==> config.mk <==
export PLATFORM = sky130hd
export DESIGN_NAME = lattice_bram_scheduler
export DESIGN_NICKNAME = d
export VERILOG_FILES = /design/src/rtl/lattice_bram_scheduler.sv
export SDC_FILE = /design/constraint.sdc
export NUM_CORES = 1
export LEC_CHECK = 0
export BUFFER_PORTS_ARGS = -buffer_cell sky130_fd_sc_hd__buf_2
export CELL_PAD_IN_SITES_DETAIL_PLACEMENT = 1
export CELL_PAD_IN_SITES_GLOBAL_PLACEMENT = 1
export CORE_AREA = 2 2 168 170
export CTS_CLUSTER_SIZE = 12
export DETAILED_ROUTE_END_ITERATION = 12
export DIE_AREA = 0 0 170 172
export PLACE_DENSITY = 0.63
export SYNTH_ARGS = -nofsm -noshare
export SYNTH_HDL_FRONTEND = slang
export SYNTH_SLANG_ARGS = --single-unit
export TNS_END_PERCENT = 5
==> constraint.sdc <==
create_clock -name pixel_clk_in -period 3.2 [get_ports pixel_clk_in]
set_clock_uncertainty 0.05 [all_clocks]
set_input_delay 0.32 -clock pixel_clk_in [delete_from_list [all_inputs] [get_ports pixel_clk_in]]
set_output_delay 0.32 -clock pixel_clk_in [all_outputs]
set_load 0.02 [all_outputs]
==> src/rtl/lattice_bram_scheduler.sv <==
// Shares the lattice BRAM port between display reads and physics accesses; runs one physics step per frame.
// Latency: grant in cycle N -> BRAM port registers in N+1 -> read data/valid on the owner's outputs in N+1+READ_LATENCY.
// Backpressure: the display is never stalled; physics sees ready only while a step runs and the display is idle.
module lattice_bram_scheduler #(
    parameter int BRAM_DEPTH   = 31570,
    parameter int DATA_W       = 72,
    parameter int READ_LATENCY = 2,
    parameter int ADDR_W       = $clog2(BRAM_DEPTH)
) (
    input  logic              pixel_clk_in,
    input  logic              rst_in,
    input  logic              enable_in,
    input  logic              new_frame_in,
    output logic              step_start_out,
    input  logic              step_done_in,
    output logic              step_busy_out,
    output logic [15:0]       step_count_out,
    output logic              overrun_out,
    input  logic              clear_overrun_in,
    input  logic              disp_active_in,
    input  logic [ADDR_W-1:0] disp_addr_in,
    output logic              disp_valid_out,
    output logic [DATA_W-1:0] disp_data_out,
    input  logic              phys_req_valid_in,
    output logic              phys_req_ready_out,
    input  logic              phys_req_we_in,
    input  logic [ADDR_W-1:0] phys_req_addr_in,
    input  logic [DATA_W-1:0] phys_req_wdata_in,
    output logic              phys_rsp_valid_out,
    output logic [DATA_W-1:0] phys_rsp_data_out,
    output logic [ADDR_W-1:0] bram_addr_out,
    output logic              bram_we_out,
    output logic [DATA_W-1:0] bram_din_out,
    input  logic [DATA_W-1:0] bram_dout_in
);

    typedef enum logic {S_IDLE = 1'b0, S_RUN = 1'b1} state_t;

    state_t            r_state;
    state_t            w_state_nxt;
    logic              r_pending;
    logic              w_pending_nxt;
    logic              w_start;
    logic              w_count_inc;
    logic              w_ovr_set;
    logic              w_frame_ok;
    logic              r_step_start;
    logic [15:0]       r_step_count;
    logic              r_overrun;

    logic              w_phys_rdy;
    logic              w_phys_go;
    logic              w_rd_go;
    logic [ADDR_W-1:0] r_bram_addr;
    logic              r_bram_we;
    logic [DATA_W-1:0] r_bram_din;
    // Slot k describes the read issued k+1 cycles ago; owner bit 1 = physics.
    logic [READ_LATENCY:0] r_tag_vld;
    logic [READ_LATENCY:0] r_tag_phys;

    // A frame only counts when new steps are permitted.
    assign w_frame_ok = new_frame_in && enable_in;

    // Step FSM state register.
    always_ff @(posedge pixel_clk_in or negedge rst_in) begin
        if (!rst_in) r_state <= S_IDLE;
        else         r_state <= w_state_nxt;
    end

    // Next state: leave RUN only when a step finishes with nothing waiting to launch.
    always_comb begin
        w_state_nxt = r_state;
        case (r_state)
            S_IDLE:  if (w_frame_ok) w_state_nxt = S_RUN;
            S_RUN:   if (step_done_in && !(r_pending && enable_in) && !w_frame_ok) w_state_nxt = S_IDLE;
            default: w_state_nxt = S_IDLE;
        endcase
    end

    // FSM outputs: done is handled before a coincident frame, so that frame relaunches instead of overrunning.
    always_comb begin
        w_start       = 1'b0;
        w_count_inc   = 1'b0;
        w_ovr_set     = 1'b0;
        w_pending_nxt = r_pending;
        case (r_state)
            S_IDLE: begin
                w_start       = w_frame_ok;
                w_pending_nxt = 1'b0;
            end
            S_RUN: begin
                if (step_done_in) begin
                    w_count_inc = 1'b1;
                    if (r_pending && enable_in) begin
                        w_start       = 1'b1;
                        w_pending_nxt = w_frame_ok;
                    end else begin
                        w_start       = w_frame_ok;
                        w_pending_nxt = 1'b0;
                    end
                end else if (w_frame_ok) begin
                    w_ovr_set     = r_pending;
                    w_pending_nxt = 1'b1;
                end
            end
            default: w_pending_nxt = 1'b0;
        endcase
    end

    // Step bookkeeping registers; a new overrun beats a simultaneous clear.
    always_ff @(posedge pixel_clk_in or negedge rst_in) begin
        if (!rst_in) begin
            r_pending    <= 1'b0;
            r_step_start <= 1'b0;
            r_step_count <= '0;
            r_overrun    <= 1'b0;
        end else begin
            r_pending    <= w_pending_nxt;
            r_step_start <= w_start;
            if (w_count_inc) r_step_count <= r_step_count + 16'd1;
            if (w_ovr_set)             r_overrun <= 1'b1;
            else if (clear_overrun_in) r_overrun <= 1'b0;
        end
    end

    assign step_start_out = r_step_start;
    assign step_busy_out  = (r_state == S_RUN);
    assign step_count_out = r_step_count;
    assign overrun_out    = r_overrun;

    // Display owns the port whenever it asks; physics fills otherwise-idle cycles during a step.
    assign w_phys_rdy         = (r_state == S_RUN) && !disp_active_in;
    assign w_phys_go          = phys_req_valid_in && w_phys_rdy;
    assign w_rd_go            = disp_active_in || (w_phys_go && !phys_req_we_in);
    assign phys_req_ready_out = w_phys_rdy;

    // Registered BRAM port; address and data hold when nobody uses the port.
    always_ff @(posedge pixel_clk_in or negedge rst_in) begin
        if (!rst_in) begin
            r_bram_addr <= '0;
            r_bram_we   <= 1'b0;
            r_bram_din  <= '0;
        end else begin
            r_bram_we <= w_phys_go && phys_req_we_in;
            if (disp_active_in) begin
                r_bram_addr <= disp_addr_in;
            end else if (w_phys_go) begin
                r_bram_addr <= phys_req_addr_in;
                r_bram_din  <= phys_req_wdata_in;
            end
        end
    end

    assign bram_addr_out = r_bram_addr;
    assign bram_we_out   = r_bram_we;
    assign bram_din_out  = r_bram_din;

    // Read tags travel alongside the BRAM pipeline so each result returns only to its requester.
    always_ff @(posedge pixel_clk_in or negedge rst_in) begin
        if (!rst_in) begin
            r_tag_vld  <= '0;
            r_tag_phys <= '0;
        end else begin
            r_tag_vld  <= {r_tag_vld[READ_LATENCY-1:0], w_rd_go};
            r_tag_phys <= {r_tag_phys[READ_LATENCY-1:0], !disp_active_in};
        end
    end

    // The BRAM output register supplies the data; it is gated so idle outputs read as zero.
    assign disp_valid_out     = r_tag_vld[READ_LATENCY] && !r_tag_phys[READ_LATENCY];
    assign phys_rsp_valid_out = r_tag_vld[READ_LATENCY] &&  r_tag_phys[READ_LATENCY];
    assign disp_data_out      = disp_valid_out     ? bram_dout_in : '0;
    assign phys_rsp_data_out  = phys_rsp_valid_out ? bram_dout_in : '0;

endmodule

* After elaboration in Yosys (flattened, before gate mapping)
Cells that the tools add are included.
** Storage, ports and cells
- Output and inout port bits :: 254
- Word-level logic and storage cells :: 54
- Bits of input ports :: 183
- Flip-flop bits (word level) :: 114
** Operators by class
- Reduce and logical (&&, ||, !) cells :: 19
- Mux-type cells :: 21
- $add $sub $neg :: 1
- Bitwise operators :: 2
- Equality and inequality tests :: 1
** Operator list (number)
- 72-bit two-way mux :: 2
- 15-bit two-way mux :: 2
- 16-bit by 1-bit adder with 16-bit output (second input constant) :: 1
- 1-bit two-way mux :: 14
- 1-bit logical AND :: 10
- 1-bit case mux with 2 select lines :: 3
- 1-bit logical NOT :: 5
- 2-bit nonzero test :: 2
- 3-bit by 2-bit != test with 1-bit output (second input constant) :: 1
- 1-bit inverter :: 2
- 2-bit AND reduction :: 1
- 1-bit logical OR :: 1

* Depth between registers and ports, before layout
Gate-level depths: netlist (run 1).
- Depth after elaboration :: 6
- Mapped depth :: 7
- Mapped depth without buffers :: 5

* Least setup slack after synthesis (run 1)
No wires, ideal clock.
- Path kind :: flip-flop to output port
- From :: register r_tag_phys[2]
- To :: output disp_data_out[62]
- Path slack :: 1494 ps
- Cell stages (with the launch flop) :: 5
- Data arrival time :: 1336 ps
- Cell sequence :: dfrtp_1 > nor2b_1 > clkbuf_1 > clkbuf_1 > and2_1
** Between the ends
- Word-level cells in the longest chain between the ends :: 3
** RTL lines
- start, declared :: RTL line 59 : logic [READ_LATENCY:0] r_tag_phys;
- start signal, assigned :: RTL line 165 : r_tag_phys <= {r_tag_phys[READ_LATENCY-1:0], !disp_active_in};
- 1-bit logical NOT :: RTL line 170 : assign disp_valid_out = r_tag_vld[READ_LATENCY] && !r_tag_phys[READ_LATENCY];
- 1-bit logical AND :: RTL line 170
- named net disp_valid_out :: RTL line 22 : output logic disp_valid_out,
- 72-bit two-way mux :: RTL line 172 : assign disp_data_out = disp_valid_out ? bram_dout_in : '0;
- end, declared :: RTL line 23 : output logic [DATA_W-1:0] disp_data_out,
The timed path passes the listed nets, and every way through them passes these cells.

* Final worst setup path (run 1)
- From :: register r_tag_phys[2]
- To :: output disp_data_out[9]
** Between the ends
- Word-level cells in the longest chain between the ends :: 3
** RTL lines (RTL line)
- 1-bit logical NOT :: 170
- 1-bit logical AND :: 170
- 72-bit two-way mux :: 172
No other way between the ends.

==> results of run 1 <==
how the worst max path moves through the flow:
stage	from	to	slack [ns]	cells after the start
after floorplan	r_tag_phys[2]$_DFF_PN0_	disp_data_out[62]	1.49	4
after global placement	r_tag_phys[2]$_DFF_PN0_	disp_data_out[17]	1.06	4
after detailed placement	r_tag_phys[2]$_DFF_PN0_	disp_data_out[60]	1.01	4
after CTS	r_tag_phys[2]$_DFF_PN0_	disp_data_out[60]	0.56	4
after global routing	r_tag_phys[2]$_DFF_PN0_	disp_data_out[60]	0.41	4
final	r_tag_phys[2]$_DFF_PN0_	disp_data_out[9]	0.60	4
report_power, final:
group | internal, mW | total (mW) | switching, mW
combinational | 0.600 | 1.51 | 0.905
sequential | 1.73 | 1.90 | 0.175
clock | 1.31 | 2.03 | 0.724
total | 3.64 | 5.44 | 1.80
metal layers:
metal	GRT usage, %	share of wire [%]	vias to the layer above
li1	-	-	2472
met1	16.6	38	2526
met2	26.5	51	242
met3	5.01	9.3	14
met4	3.94	1.4	0
met5	0	0	-
repair_timing:
action,CTS,global route
setup buffers,0,0
hold buffers,1,0
hold endpoints to repair,50,0
logic make-up (layout without fill, tap and decap cells):
group | after synthesis | after routing | share of synthesized area [%]
AND/OR/NAND/NOR | 210 | 210 | 22.5
multiplexers | 73 | 73 | 15.5
adder cells (fa/ha/maj) | 1 | 1 | 0.232
flip-flops | 114 | 114 | 53.0
XOR/XNOR | 15 | 15 | 2.44
buffers and inverters | 40 | 476 | 3.35
AO/OA/AOI/OAI | 23 | 23 | 2.95
cell usage in the layout, fill, tap and decap left out, types with 3 or more instances in the layout:
master                       Yosys  routed
sky130_fd_sc_hd__inv_1           3       3
sky130_fd_sc_hd__mux2_2         69      69
sky130_fd_sc_hd__inv_6           0       3
sky130_fd_sc_hd__clkinvlp_4      0       3
sky130_fd_sc_hd__nand2_1        40      40
sky130_fd_sc_hd__and3_1         74      74
sky130_fd_sc_hd__clkinv_4        0       4
sky130_fd_sc_hd__xor2_1          3       3
sky130_fd_sc_hd__nand3_1         4       4
sky130_fd_sc_hd__buf_2           9     435
sky130_fd_sc_hd__o21ai_0         4       4
sky130_fd_sc_hd__bufinv_16       0       4
sky130_fd_sc_hd__buf_4           1       5
sky130_fd_sc_hd__a22oi_1        15      15
sky130_fd_sc_hd__nor2_1          4       4
sky130_fd_sc_hd__and2_1         76      76
sky130_fd_sc_hd__mux2_4          4       4
sky130_fd_sc_hd__dfrtp_1       114     112
sky130_fd_sc_hd__nand4_1         3       3
sky130_fd_sc_hd__xnor2_1        12      12
sky130_fd_sc_hd__clkbuf_16       0      17
worst register-to-register path, stage by stage, from the launching register on:
cell and delay, ns:
sky130_fd_sc_hd__dfrtp_1 0.47, sky130_fd_sc_hd__and3b_4 0.22, sky130_fd_sc_hd__buf_4 0.27, sky130_fd_sc_hd__nor2_2 0.57, sky130_fd_sc_hd__nand2_1 0.12, sky130_fd_sc_hd__nand2_1 0.09
layout make-up:
class | count | share of cell area [%]
multi-input cells | 322 | 27.7
clock buffers | 17 | 4.98
inverters | 3 | 0.132
well taps | 346 | 5.07
flip-flops and latches | 114 | 33.5
clock inverters | 14 | 2.39
repair buffers | 442 | 26.3
flip-flops by register name (all words and copies together), names as in the netlist:
register	count
bram_addr_out	15
bram_din_out	72
bram_we_out	1
overrun_out	1
r_pending	1
r_tag_phys	3
r_tag_vld	3
step_busy_out	1
step_count_out	16
step_start_out	1
through the flow:
step	cells	power (mW)	utilization, %
final	1258	5.44	31.1
after global routing	1258	5.73	31.1
after CTS	1258	5.54	31.1
after detailed placement	1226	3.46	28.7
after global placement	1226	3.43	28.7
after floorplan	476	2.78	-
Yosys cell counts (2+ instances only):
library cell,instances
sky130_fd_sc_hd__nand3_1,4
sky130_fd_sc_hd__dfrtp_1,114
sky130_fd_sc_hd__buf_2,9
sky130_fd_sc_hd__and2_1,76
sky130_fd_sc_hd__and4_1,2
sky130_fd_sc_hd__inv_1,3
sky130_fd_sc_hd__o21ai_0,4
sky130_fd_sc_hd__clkbuf_1,25
sky130_fd_sc_hd__mux2_2,69
sky130_fd_sc_hd__nor2_1,4
sky130_fd_sc_hd__a21oi_1,2
sky130_fd_sc_hd__xnor2_1,12
sky130_fd_sc_hd__nand2_1,40
sky130_fd_sc_hd__buf_6,2
sky130_fd_sc_hd__a22oi_1,15
sky130_fd_sc_hd__mux2_4,4
sky130_fd_sc_hd__xor2_1,3
sky130_fd_sc_hd__and3_1,74
sky130_fd_sc_hd__nand4_1,3
==> implementation parameters, run 1 <==
Parameter                              Value

Timing
  Worst hold slack ... 0.0425 ns
  Worst Tran Pin Value ... approximately 1.0 ns
  Post-Route Setup TNS ... 0 ns
  Post-layout minimum cycle time ... 2.60 ns
  Number of max-slew violations in the final report ... 0
  Fmax achieved ... a little under 0.4 GHz
  Final critical-path share of the clock period ... 81.2%
  Least setup slack across all paths after layout ... 0.603 ns
  Final setup violation count ... 0
  Number of hold violations in the final report ... 0
  Worst relative slew slack ... around a third
  RSZ-0062 raised after global routing ... false

Global routing
  Total routing usage reported by global routing ... 14.7%
  First-pass GRT wire length ... 32200 um
  Initial antenna violation count ... 0
  Via count of the first global-routing pass ... 5224
  GRT Residual Overflow ... 0
  Maximum number of pins on one net before global-route repair ... 75

Place
  Placed Instance Area ... about 7900 um^2
  Post-place setup slack ... 1.01 ns
  Half-perimeter wire length after placement ... 18200 um
  Count of buffers inserted at the top-level ports ... 436
  Final RePlAce weighted congestion ... roughly 0.83

Synthesis
  Number of flops mapped to enable cells by yosys ... 0
  Ys flop type ... sky130_fd_sc_hd__dfrtp_1
  Syn nets ... 660
  Post-synthesis cell type with the largest combined area ... sky130_fd_sc_hd__dfrtp_1
  Flops & latches, synth ... 114
  Proportion of synthesized chip area in sequential cells ... 53.0%
  Cells after Synth ... 476
  Number of library cell types mapped by synthesis ... 30
  Dominant cells by area after synthesis ... sky130_fd_sc_hd__dfrtp_1 (53%), sky130_fd_sc_hd__mux2_2 (14%), sky130_fd_sc_hd__and2_1 (8.8%), sky130_fd_sc_hd__and3_1 (8.6%), sky130_fd_sc_hd__nand2_1 (2.8%)
  Mean post-synth cell area ... between 10 and 15 um^2
  Fraction of registers with async set/reset ... 100%
  Share of Yosys cell area claimed by the top area cell type ... 53.0%
  Number of synthesis warnings ... 0
  Synthesized cell area ... 5380 um^2

Final layout
  Finished layout cell area ... 8540 um^2
  Storage element area ... 2860 um^2
  Count of fill cells added during filler insertion ... 3273
  Layout cell share with drive strength beyond 1 ... 60.4%
  Area used by multi-input combinational logic ... ~2400 um^2
  Synth-to-Final Area Change ... 58.5%
  Final net count ... about 1100
  Number of diodes ... 0

Route
  Antenna-violating nets left ... 0
  Starting DRC count in detailed routing ... 173
  Ratio of routed vias to standard cells ... 4.18
  Wire length per cell after detailed routing ... 18.0 um
  Detailed Routing Iterations Pass 1 ... 4
  DRC violations left ... 0
  Via count ... approximately 5300
  Final wirelength ... 22600 um

Die
  Num rows ... between 60 and 70
  Core ar. ... approximately 27000 um^2
  Die Height ... approximately 170 um
  Die Outline Area ... between 20000 and 30000 um^2
  Starting utilization of the core area ... 19.6%
  Die boundary width ... between 150 and 200 um
  I/O pins ... roughly 440

Hold path
  Cell depth of the worst hold path ... 2
  Hold path start ... clear_overrun_in
  End point of the most critical hold path ... overrun_out$_DFFE_PN0P_
  Class of the most critical hold timing path ... in2reg

Status
  Outcome ... finished clean

Clock tree
  TritonCTS Sinks ... 114
  TritonCTS clock tree ... built
  Buffer cell driving the clock tree root ... sky130_fd_sc_hd__clkbuf_16
  Deepest clock path buffer count ... 2
  CTS buffer count ... 17
  Clock slew at the register clock pins of the worst setup and hold paths ... 0.06 ns
  Depth of the CTS H-tree ... 4
  Later-pin clock latency in the skew report ... 0.41 ns
  CTS-repair resized insts ... 0

Setup path
  FF-to-FF End ... bram_addr_out[6]$_DFFE_PN0P_
  Max stage delay cell, worst path ... sky130_fd_sc_hd__dfrtp_2
  Internal reg-to-reg setup slack ... 1.34 ns
  Largest incremental delay on the critical path ... just under 0.8 ns
  Worst endpoint required time ... ~2.8 ns
  Crit Path Category ... reg2out
  Category of the worst setup path launch point ... flip-flop
  Buffer and inverter count on the worst path ... 2
  Arrival time at the worst endpoint ... 2.23 ns
  FF-to-FF Start ... step_busy_out$_DFF_PN0_
  Critical path fanouts, max ... 74
  Depth of the worst register-to-register path ... 5
  Worst path cell trace ... nor2b_4 -> buf_4 -> and2_1 -> buf_2
  Top cell family by delay on the critical path ... flip-flops
  Crit end category ... output port

Power
  P_leak ... 4.80 nW
  Maximum vdd ir drop ... 0.336 mV
  Pwr Density ... 638 nW/um^2

Flow run
  Max-cap check violation count ... 0
No activity file was read; power rests on OpenSTA's default activity.
==> inputs of run 2 (changes only) <==
Settings changed: CORE_AREA 2 2 168 170 to 2 2 169 171, DIE_AREA 0 0 170 172 to 0 0 171 173, PLACE_DENSITY 0.63 to 0.65.
Clock period 3.2 ns to 2.1 ns, I/O delays scaled along.
==> run 2 against run 1 <==
Against the previous run: global-route usage rose by 2.4 points; via count rose by 10%; sequential power rose by 53%; cell area is 13% higher; highest routed layer unchanged; first-iteration DRC count shrank 3.5%; non-clock buffer count grew 104; setup slack got worse by 0.48 ns; combinational power up 67%; clock power grew 45%; largest cell class is now buffers; total power grew 54%; core utilization up 3.8 points; flip-flop and latch count unchanged.
==> implementation parameters, run 2 (synthesized netlist as in run 1, its figures left out) <==
Parameter                              Value

Setup path
  Crit Path Category ... reg2reg
  Critical path fanouts, max ... 48
  Depth of the worst register-to-register path ... 5
  Worst endpoint required time ... 2.38 ns
  Arrival time at the worst endpoint ... around 2.3 ns
  Category of the worst setup path launch point ... flip-flop
  FF-to-FF End ... bram_addr_out[1]$_DFFE_PN0P_
  FF-to-FF Start ... step_busy_out$_DFF_PN0_
  Crit end category ... flip-flop
  Internal reg-to-reg setup slack ... 0.13 ns

Final layout
  Largest register FFs ... 72
  Count of non-filler cells in the finished layout ... 1395
  Finished layout cell area ... 9630 um^2
  Synth-to-Final Area Change ... 78.8%
  Number of diodes ... 0
  Commonest cells after routing, fill and taps aside ... sky130_fd_sc_hd__buf_2 (435), sky130_fd_sc_hd__dfrtp_1 (111), sky130_fd_sc_hd__dlygate4sd3_1 (99)
  Final net count ... between 1000 and 1500
  Count of fill cells added during filler insertion ... between 3000 and 4000
  Layout cell share with drive strength beyond 1 ... 55.0%
  Most frequent standard cell in the layout excluding fill and tap cells ... sky130_fd_sc_hd__buf_2

Place
  Final RePlAce weighted congestion ... between 0.7 and 0.8
  Placed Instance Area ... 8010 um^2
  # placed instances ... approximately 1300
  Half-perimeter wire length after placement ... 19700 um
  Count of buffers inserted at the top-level ports ... 436
  Post-place setup slack ... 0.355 ns

Timing
  Number of max-slew violations in the final report ... 0
  Post-layout minimum cycle time ... 1.97 ns
  Worst Tran Pin Value ... 0.648 ns
  Number of hold violations in the final report ... 0
  Worst relative slew slack ... 56.8%
  Post-Route Setup TNS ... 0 ns
  Least setup slack across all paths after layout ... about 0.13 ns
  RSZ-0062 raised after global routing ... false
  Final setup violation count ... 0
  Final critical-path share of the clock period ... 94.0%
  Fmax achieved ... ~0.51 GHz

Hold path
  Cell depth of the worst hold path ... 3
  Class of the most critical hold timing path ... in2reg
  Hold path start ... disp_addr_in[4]
  End point of the most critical hold path ... bram_addr_out[4]$_DFFE_PN0P_

Clock tree
  Buffer cell driving the clock tree root ... sky130_fd_sc_hd__clkbuf_16
  Depth of the CTS H-tree ... 4
  Clock slew at the register clock pins of the worst setup and hold paths ... 0.06 ns
  Deepest clock path buffer count ... 2
  CTS buffer count ... 17
  TritonCTS Sinks ... between 100 and 150
  TritonCTS clock tree ... built
  Later-pin clock latency in the skew report ... 0.40 ns

Route
  Starting DRC count in detailed routing ... 167
  DRC violations left ... 0
  Met3 wirelength from detailed routing ... 2110 um
  Ratio of routed vias to standard cells ... 4.16
  Detailed Routing Iterations Pass 1 ... 4
  Antenna-violating nets left ... 0
  Final wirelength ... 25900 um
  Wire length per cell after detailed routing ... 18.5 um
  Met2 routed wirelength ... 13600 um
  Via count ... 5801
  Max layer used ... met4
  Detailed-routing wirelength on met1 ... slightly below 10000 um

Global routing
  GRT Residual Overflow ... 0
  Total routing usage reported by global routing ... 17.1%
  Via count of the first global-routing pass ... 6280
  Maximum number of pins on one net before global-route repair ... 74
  First-pass GRT wire length ... 38200 um
  Initial antenna violation count ... 0

Die
  Starting utilization of the core area ... 19.5%
  Num rows ... 61
  Core ar. ... 27600 um^2
  Die boundary width ... ~170 um
  Die Outline Area ... 29600 um^2
  I/O pins ... 437
  Die Height ... 173 um

Flow run
  Max-cap check violation count ... 0

Power
  Maximum vdd ir drop ... approximately 0.55 mV
  P_leak ... 5.23 nW
  Pwr Density ... 869 nW/um^2

Status
  Outcome ... finished clean
## run 2: critical path, cell delays in order, from the launching register on
cell and delay [ns]:
sky130_fd_sc_hd__dfrtp_2 0.42, sky130_fd_sc_hd__and3b_4 0.37, sky130_fd_sc_hd__buf_16 0.29, sky130_fd_sc_hd__a22oi_1 0.11
sky130_fd_sc_hd__dlygate4sd3_1 0.58, sky130_fd_sc_hd__nand2_1 0.06
## run 2: worst max-delay path by stage
stage | from | end | slack, ns | cells past startpoint
2_1_floorplan | step_count_out[0]$_DFFE_PN0P_ | step_count_out[10]$_DFFE_PN0P_ | 0.50 | 5
3_3_place_gp | step_busy_out$_DFF_PN0_ | bram_din_out[10]$_DFFE_PN0P_ | 0.43 | 3
3_5_place_dp | step_busy_out$_DFF_PN0_ | bram_din_out[30]$_DFFE_PN0P_ | 0.35 | 3
4_1_cts | r_tag_phys[2]$_DFF_PN0_ | disp_data_out[39] | 0.0004 | 4
5_1_grt | step_busy_out$_DFF_PN0_ | bram_addr_out[1]$_DFFE_PN0P_ | 0.03 | 5
6_report | step_busy_out$_DFF_PN0_ | bram_addr_out[1]$_DFFE_PN0P_ | 0.13 | 5
## run 2: metrics by stage
stage / hold WS (ns) / total power [mW] / util [%]
after floorplan: -0.136 / 4.23 / -
after global placement: 0.135 / 5.25 / 29.0
after detailed placement: 0.140 / 5.31 / 29.0
after CTS: 0.000429 / 8.46 / 34.7
after global routing: 0.00471 / 8.79 / 34.8
final: 0.0359 / 8.37 / 34.8
## run 2: layout make-up
class	count	area (um^2)	area share [%]
clock inverters	15	174	1.81
flip-flops and latches	114	2860	29.7
well taps	378	473	4.91
clock buffers	17	425	4.42
multi-input cells	322	2360	24.5
inverters	3	11.3	0.117
repair buffers	546	3320	34.5
## run 2: metal layers
metal | global-route usage, % | vias up
met3 | 5.10 | 21
met1 | 18.8 | 2856
met5 | 0 | -
met4 | 4.70 | 0
met2 | 31.7 | 240
li1 | - | 2684
## run 2: what timing repair did
| item | 4_1_cts | 5_1_grt |
|---|---|---|
| setup endpoints to repair | 0 | 70 |
| hold buffers | 98 | 1 |
| gates resized for setup | 0 | 4 |
| endpoints found under the hold margin | 115 | 1 |
| setup buffers | 0 | 1 |
## run 2: power breakdown
part / internal [mW] / total, mW / switching (mW)
combinational: 1.06 / 2.52 / 1.46
sequential: 2.64 / 2.91 / 0.272
clock: 1.79 / 2.94 / 1.15
total: 5.48 / 8.37 / 2.89
==> inputs of run 3 (changes only) <==
Settings changed: CELL_PAD_IN_SITES_DETAIL_PLACEMENT 1 to not set, CELL_PAD_IN_SITES_GLOBAL_PLACEMENT 1 to not set, CORE_AREA 2 2 169 171 to 2 2 170 172, DIE_AREA 0 0 171 173 to 0 0 172 174, PLACE_DENSITY 0.65 to 0.49.
==> run 3 against run 2 <==
Against the previous run: sequential share of layout area rose by 0.19 points; sequential power barely moved; largest power group is now sequential cells; critical endpoint is now bram_addr_out[6]$_DFFE_PN0P_; combinational power fell by 2%; register-to-register slack improved by 0.03 ns; core utilization fell by 0.98 points; die area rose by 1.2%; setup slack improved by 0.031 ns; critical path depth did not move; flip-flop and latch count did not move; cell area fell by 0.68%.
==> implementation parameters, run 3 (synthesized netlist as in run 1, its figures left out) <==
Parameter                              Value

Status
  Outcome ... finished clean

Final layout
  Final net count ... 1186
  Count of fill cells added during filler insertion ... 2991
  Layout cell share with drive strength beyond 1 ... 54.7%
  Most frequent standard cell in the layout excluding fill and tap cells ... sky130_fd_sc_hd__buf_2
  Final cell utilization of the core ... about a third
  Largest register FFs ... 72
  Number of diodes ... 0
  Count of non-filler cells in the finished layout ... between 1000 and 1500
  Synth-to-Final Area Change ... 77.6%
  Commonest cells after routing, fill and taps aside ... sky130_fd_sc_hd__buf_2 (435), sky130_fd_sc_hd__dfrtp_1 (112), sky130_fd_sc_hd__dlygate4sd3_1 (97)
  Finished layout cell area ... between 9000 and 10000 um^2

Place
  Half-perimeter wire length after placement ... around 17000 um
  Placed Instance Area ... 8040 um^2
  Final RePlAce weighted congestion ... between 0.7 and 0.8
  # placed instances ... 1270
  Count of buffers inserted at the top-level ports ... approximately 440

Die
  Core ar. ... around 28000 um^2
  I/O pins ... between 400 and 500
  Starting utilization of the core area ... about a fifth
  Num rows ... 62
  Die boundary width ... 172 um
  Die Outline Area ... 29900 um^2
  Die Height ... around 170 um

Setup path
  Internal reg-to-reg setup slack ... about 0.16 ns
  Buffer and inverter count on the worst path ... 2
  Depth of the worst register-to-register path ... 5
  WP depth ... 5
  FF-to-FF Start ... step_busy_out$_DFF_PN0_
  Category of the worst setup path launch point ... flip-flop
  Largest incremental delay on the critical path ... 0.56 ns
  Max stage delay cell, worst path ... sky130_fd_sc_hd__dlygate4sd3_1
  Worst Setup SP ... step_busy_out$_DFF_PN0_
  Worst path cell trace ... and3b_4 -> buf_4 -> a22oi_1 -> dlygate4sd3_1 -> nand2_1
  Critical path fanouts, max ... 14
  FF-to-FF End ... bram_addr_out[6]$_DFFE_PN0P_
  Crit end category ... flip-flop
  Top cell family by delay on the critical path ... buffers and inverters
  Worst endpoint required time ... 2.38 ns
  Arrival time at the worst endpoint ... approximately 2.2 ns
  Crit path capture ... bram_addr_out[6]$_DFFE_PN0P_
  Crit Path Category ... reg2reg

Clock tree
  TritonCTS clock tree ... built
  TritonCTS Sinks ... between 100 and 150
  Clock slew at the register clock pins of the worst setup and hold paths ... ~0.06 ns
  CTS buffer count ... 17
  Later-pin clock latency in the skew report ... 0.40 ns
  Deepest clock path buffer count ... 2
  Buffer cell driving the clock tree root ... sky130_fd_sc_hd__clkbuf_16
  Depth of the CTS H-tree ... 4
  Number of buffers inserted by post-CTS setup repair ... 0

Timing
  Number of max-slew violations in the final report ... 0
  Worst Tran Pin Value ... slightly above 0.5 ns
  Final setup violation count ... 0
  Fmax achieved ... 0.514 GHz
  Post-Route Setup TNS ... 0 ns
  Final critical-path share of the clock period ... between 90% and 100%
  Post-layout minimum cycle time ... 1.94 ns
  Worst hold slack ... roughly 0.020 ns
  RSZ-0062 raised after global routing ... false
  Worst relative slew slack ... 66.1%
  Number of hold violations in the final report ... 0

Global routing
  GRT Residual Overflow ... 0
  Initial antenna violation count ... 0
  Total routing usage reported by global routing ... 14.1%
  Via count of the first global-routing pass ... roughly 5500
  Maximum number of pins on one net before global-route repair ... 74
  First-pass GRT wire length ... 32000 um

Route
  Via count ... 5609
  Antenna-violating nets left ... 0
  Final wirelength ... 22000 um
  Wire length per cell after detailed routing ... 15.8 um
  Starting DRC count in detailed routing ... 211
  Ratio of routed vias to standard cells ... 4.01
  Detailed Routing Iterations Pass 1 ... 4
  DRC violations left ... 0

Flow run
  Max-cap check violation count ... 0

Power
  P_leak ... 5.21 nW
  Maximum vdd ir drop ... 0.547 mV
  Pwr Density ... 839 nW/um^2

Hold path
  Class of the most critical hold timing path ... in2reg
==> run 3: cell types whose count changed in the layout (fill, tap and decap cells not counted), moves of 2 or more <==
cell	delta
sky130_fd_sc_hd__clkinv_2	+5
sky130_fd_sc_hd__inv_6	-5
sky130_fd_sc_hd__clkbuf_1	+2
sky130_fd_sc_hd__inv_8	-2
sky130_fd_sc_hd__dlygate4sd3_1	-2
sky130_fd_sc_hd__clkbuf_8	+2
sky130_fd_sc_hd__buf_12	+2
==> run 3: final cells by class <==
class	instances	area [um^2]	share of cell area (%)
Multi-Input combinational cell	322	2360	24.7
Timing Repair Buffer	544	3300	34.6
Clock buffer	21	460	4.82
Inverter	3	11.3	0.118
Sequential cell	114	2860	29.9
Clock inverter	10	86.3	0.903
Tap cell	384	480	5.03
==> run 3: worst min path at each step <==
stage	startpoint	end	slack (ns)	cells after the start
3_3_place_gp	rst_in	bram_din_out[64]$_DFFE_PN0P_	0.17	1
3_5_place_dp	rst_in	bram_din_out[64]$_DFFE_PN0P_	0.17	1
4_1_cts	disp_addr_in[3]	bram_addr_out[3]$_DFFE_PN0P_	0.001	3
5_1_grt	phys_req_addr_in[5]	bram_addr_out[5]$_DFFE_PN0P_	0.01	3
2_1_floorplan	rst_in	bram_addr_out[0]$_DFFE_PN0P_	-0.14	0
6_report	phys_req_addr_in[5]	bram_addr_out[5]$_DFFE_PN0P_	0.02	3
==> run 3: power by group <==
part / switching (mW) / leakage, nW / internal [mW]
Sequential: 0.244 / 1.38 / 2.64
Combinational: 1.42 / 3.56 / 1.05
Clock: 0.994 / 0.264 / 1.67
Total: 2.66 / 5.21 / 5.36
==> run 3: tightest hold or removal path: cells and delay by family <==
kind            cells  cell delay [ns]
compound gates      1             0.08
buf+inv             1             0.08
simple gates        1             0.07
==> run 3: layer usage <==
layer / routed length, um / vias to the layer above / part of all wire [%] / track usage (%)
li1: - / 2684 / - / -
met1: 8390 / 2657 / 38 / 15.5
met2: 11500 / 251 / 52 / 26.2
met3: 1800 / 17 / 8.2 / 4.12
met4: 350 / 0 / 1.6 / 3.99
met5: 0 / - / 0 / 0
==> run 3: repair_timing <==
| action | CTS | global route |
|---|---|---|
| hold endpoints to repair | 121 | 0 |
| hold buffers | 97 | 0 |
| gates resized for setup | 0 | 1 |
| endpoints found under the setup margin | 0 | 1 |
==> run 3: stage by stage <==
step,power [mW],worst slack (ns)
global route,8.46,0.0554
detailed placement,5.27,0.376
CTS,8.15,0.0918
finish,8.02,0.156
floorplan,4.23,0.497
global placement,5.24,0.424
